<file path="config.mk">
export PLATFORM = sky130hd
export DESIGN_NAME = audio_pattern_source
export DESIGN_NICKNAME = d
export VERILOG_FILES = /design/src/rtl/audio_pattern_source.sv
export SDC_FILE = /design/constraint.sdc
export NUM_CORES = 1
export LEC_CHECK = 0
export ABC_AREA = 1
export CAP_MARGIN = 40
export CORE_ASPECT_RATIO = 1.4
export CORE_MARGIN = 2
export CORE_UTILIZATION = 45
export DETAILED_ROUTE_END_ITERATION = 12
export HOLD_SLACK_MARGIN = 0.1
export PLACE_DENSITY = 0.67
export SYNTH_ARGS = -nofsm -noshare
export SYNTH_HDL_FRONTEND = slang
export SYNTH_SLANG_ARGS = --single-unit
</file>
<file path="constraint.sdc">
create_clock -name clk -period 3.1 [get_ports clk]
set_input_delay 0.465 -clock clk [delete_from_list [all_inputs] [get_ports clk]]
set_output_delay 0.465 -clock clk [all_outputs]
set_load 0.05 [all_outputs]
</file>
<file path="src/rtl/audio_pattern_source.sv">
// audio_pattern_source: multichannel test-tone generator (silence/square/saw/triangle) with valid/ready framing and bursts
module audio_pattern_source #(
  parameter int DATA_W   = 24,
  parameter int CHANNELS = 2,
  parameter int PHASE_W  = 32
) (
  input  logic                         clk,
  input  logic                         reset,
  input  logic                         enable,
  input  logic [1:0]                   mode,
  input  logic [PHASE_W-1:0]           phase_inc,
  input  logic [15:0]                  burst_len,
  output logic [CHANNELS*DATA_W-1:0]   frame_out,
  output logic                         valid,
  input  logic                         ready,
  output logic                         done,
  output logic [31:0]                  frame_count
);
  typedef enum logic [1:0] {IDLE, RUN, DONE} state_t;
  localparam logic [PHASE_W:0] FULL = {1'b1, {PHASE_W{1'b0}}};
  localparam logic [PHASE_W:0] STEP = FULL / CHANNELS;
  state_t                       state;
  logic [PHASE_W-1:0]           acc, inc_r, nxt_acc;
  logic [15:0]                  burst_r, bcnt;
  logic [CHANNELS*DATA_W-1:0]   nxt_frame;
  logic                         accept, last;
  function automatic logic [DATA_W-1:0] samp(input logic [1:0] m, input logic [PHASE_W-1:0] p);
    logic [DATA_W-1:0] s, u;
    s = p[PHASE_W-1 -: DATA_W];
    u = {(p[PHASE_W-1] ? ~s[DATA_W-2:0] : s[DATA_W-2:0]), 1'b0};
    return m == 2'd0 ? '0 :
           m == 2'd1 ? (p[PHASE_W-1] ? {1'b1, {(DATA_W-2){1'b0}}, 1'b1} : {1'b0, {(DATA_W-1){1'b1}}}) :
           m == 2'd2 ? {~s[DATA_W-1], s[DATA_W-2:0]} :
                       {~u[DATA_W-1], u[DATA_W-2:0]};
  endfunction
  assign accept  = valid && ready;
  assign last    = burst_r != 16'd0 && bcnt + 16'd1 == burst_r;
  assign nxt_acc = state == RUN ? acc + inc_r : '0;
  // Channels are spread evenly around the phase circle.
  for (genvar k = 0; k < CHANNELS; k++) begin : g_ch
    localparam logic [PHASE_W-1:0] OFF = PHASE_W'(STEP * k);
    assign nxt_frame[k*DATA_W +: DATA_W] = samp(mode, nxt_acc + OFF);
  end
  always_ff @(posedge clk) begin
    if (reset) begin
      state       <= IDLE;
      valid       <= 1'b0;
      done        <= 1'b0;
      frame_out   <= '0;
      frame_count <= '0;
      acc         <= '0;
      inc_r       <= '0;
      burst_r     <= '0;
      bcnt        <= '0;
    end else begin
      done <= 1'b0;
      case (state)
        IDLE: if (enable) begin
          state     <= RUN;
          acc       <= '0;
          inc_r     <= phase_inc;
          burst_r   <= burst_len;
          bcnt      <= '0;
          frame_out <= nxt_frame;
          valid     <= 1'b1;
        end
        RUN: if (accept) begin
          frame_count <= frame_count + 32'd1;
          bcnt        <= bcnt + 16'd1;
          acc         <= nxt_acc;
          inc_r       <= phase_inc;
          frame_out   <= nxt_frame;
          if (last) begin
            valid <= 1'b0;
            done  <= 1'b1;
            state <= DONE;
          end else if (!enable) begin
            valid <= 1'b0;
            state <= IDLE;
          end
        end
        DONE: if (!enable) state <= IDLE;
        default: state <= IDLE;
      endcase
    end
  end
endmodule

</file>
==> metrics.txt <==
Pleak 0.00604 uW; non-filler instance count after layout 2107; antenna violations before repair 0; Post-CTS Setup Inserts 0; final setup vio count 0; minimum clock period 2.75 ns; Clock Skew 0.0143 ns; library cells used by synthesis 55; FP Rows 66; area share of the largest cell type after synthesis 0.337; nets 1877; largest net degree at the start of global routing 40; Synth Register Bits 179; Post-Syn Instances 1661; ant diodes 0; setup TNS 0 ns; critical path arrival 3.09 ns; Main synth FF type dfxtp_1; Tcrit/Tclk final 0.887; DRC 0; first-pass GRT wire length 50900 um; crit-path max FO 5; Worst-path clk slew 0.07 ns; via count 10800; GRT overflow 0; layout cells sized above 1 0.0689; Core ar. 0.0232 mm2; count leader, synth nand2_1; placed insts 2076; Setup Crit Path Kind register to register; Root Buffer clkbuf_16; register area share after synthesis 0.337; pins over their slew limit 0; Worst setup SP type register; final hold violations 0; number of global-route vias before repair 10500; reg2reg setup slack 0.35 ns; Syn Area/Cell 6.41 um2; CTS resizes 0; GPL Wtd Cong 0.939; PD cells 456 mW/mm2; r2r endpoint frame_out[41]$_SDFFE_PP0P_; most area-consuming cells after synthesis dfxtp_1 (34%), nand2_1 (22%), inv_1 (6.5%), nor2_1 (5.2%), nand3_1 (5.0%); drt first pass iters 5; Initial Utilization 0.459; nature of the critical path endpoint register; final core area utilization 0.557; VDD IR-drop max 0.430 mV; Worst Path Required 3.44 ns; post-synthesis mux area share 0; # clock sinks 179; XOR/XNOR share of the synthesized area 0.0148; YS warnings 0; Routed WL 31500 um; FF-to-FF Start inc_r[0]$_SDFFE_PP0P_; worst skew pair latency 0.45 ns; combinational family with the most area after synthesis simple AND/OR/NAND/NOR gates; dpl hpwl 24700 um; CTS buffer count 17; Routed Antenna Nets 0; WL/cell 14.9 um; Slew headroom 0.623; Netlist Area Pre-Place 0.0106 mm2; RSZ-0062 raised after global routing no; Via-to-Cell Ratio 5.11; # IOs 136; most frequent cells after synthesis nand2_1 (612), inv_1 (184), dfxtp_1 (179), nor2_1 (148), nand3_1 (106); Worst-Margin Slew 0.564 ns; Worst setup endpoint frame_out[41]$_SDFFE_PP0P_; initial DRC count 432; Synth-to-Final Area Change 21.4%; post-synthesis compound-gate area fraction 0.113; ys async rst share 0; worst r2r path cells 19; Chip Width 134 um; height of the die 186 um; Port-buffer cells 135; Bufs on Longest Clock Path 2; Synth Net Count 1749; Fmax 0.364 GHz; Post-synth EDFFs 0; area leader, netlist dfxtp_1; CTS tree built; Tightest Hold Check Type register to register; Post-CTS Hold Fix Bufs 0; H-tree levels 4; Max-Cap Viols 0; adder-cell share of the synthesized area 0.0407; overall die area 0.0249 mm2; beginning of the critical path inc_r[0]$_SDFFE_PP0P_; status finished clean; simple-gate area share of the yosys netlist 0.405; gr usage total 0.260
[worst min path at each step]
stage                               startpoint                    endpoint  slack (ns)  cells past startpoint
floorplan                 acc[10]$_SDFFE_PP0P_        acc[10]$_SDFFE_PP0P_        0.43                      2
global placement    frame_out[39]$_SDFFE_PP0P_  frame_out[39]$_SDFFE_PP0P_        0.44                      2
detailed placement  frame_out[20]$_SDFFE_PP0P_  frame_out[20]$_SDFFE_PP0P_        0.44                      2
CTS                 frame_out[20]$_SDFFE_PP0P_  frame_out[20]$_SDFFE_PP0P_        0.45                      2
global route        frame_out[15]$_SDFFE_PP0P_  frame_out[15]$_SDFFE_PP0P_        0.47                      2
finish              frame_out[20]$_SDFFE_PP0P_  frame_out[20]$_SDFFE_PP0P_        0.45                      2
[placed cells by master, fill, tap and decap left out, types with 19 or more instances in the layout]
cell type          n
a21oi_1           71
a22o_1            31
buf_4             21
clkdlybuf4s50_1  135
dfxtp_1          179
ha_1              33
inv_1            184
nand2_1          612
nand2_2           19
nand3_1          106
nand4_1           20
nor2_1           147
o21ai_0           69
[kinds of logic (layout without fill, tap and decap cells)]
| family | Yosys count | in the layout |
|---|---|---|
| AND/OR/NAND/NOR | 984 | 984 |
| XOR/XNOR | 18 | 18 |
| AO/OA/AOI/OAI | 201 | 201 |
| flip-flops | 179 | 179 |
| adder cells (fa/ha/maj) | 34 | 34 |
| buffers and inverters | 245 | 385 |
[flip-flops by register name, indices dropped and copies added (netlist names)]
name and count:
acc 32, done 1, frame_out 47, bcnt 16, burst_r 16, state 2
valid 1, inc_r 32, frame_count 32
[per-layer routing]
metal,vias up,track usage,routed length [um]
met2,259,0.489,16400
li1,5567,-,-
met1,4857,0.272,12200
met4,0,0.154,1730
met5,-,0,0
met3,81,0.0400,1200
[metrics by stage]
step / worst slack, ns / instance area, um2 / total power (uW) / hold WS, ns
after detailed placement: 0.363 / 12400 / 3810 / 0.440
after global placement: 0.329 / 12300 / 3800 / 0.439
after global routing: 0.108 / 12900 / 6160 / 0.471
after floorplan: 0.827 / 10600 / 3380 / 0.435
after CTS: 0.346 / 12900 / 5930 / 0.455
final: 0.352 / 12900 / 5890 / 0.451
[critical path, cell delays in order, from the launching register on]
cell and delay [ns]:
dfxtp_1 0.34, ha_1 0.23, inv_1 0.07, fa_1 0.35, inv_1 0.14, nand3_1 0.09
nand3_1 0.16, nand2_1 0.08, nand2_1 0.18, nand2_1 0.14, nand3_1 0.11, nand2_1 0.05
nand3_1 0.24, inv_1 0.12, nand2_2 0.08, nand3_2 0.06, nand2_1 0.07, nand2_1 0.04
nand2_1 0.05, nand2_1 0.04
[power by group]
part           internal [uW]  total, uW  switching (uW)
Sequential              2430       2530            95.4
Clock                   1140       2130             993
Combinational            424       1230             803
Total                   4000       5890            1890
[final cells by class]
type / count / area, um2
clock buffers: 19 / 443
clock inverters: 12 / 120
fillers: 2383 / 10300
inverters: 196 / 736
multi-input cells: 1237 / 6110
flip-flops and latches: 179 / 3580
well taps: 306 / 383
repair buffers: 158 / 1540
No activity file was read; power rests on OpenSTA's default activity.
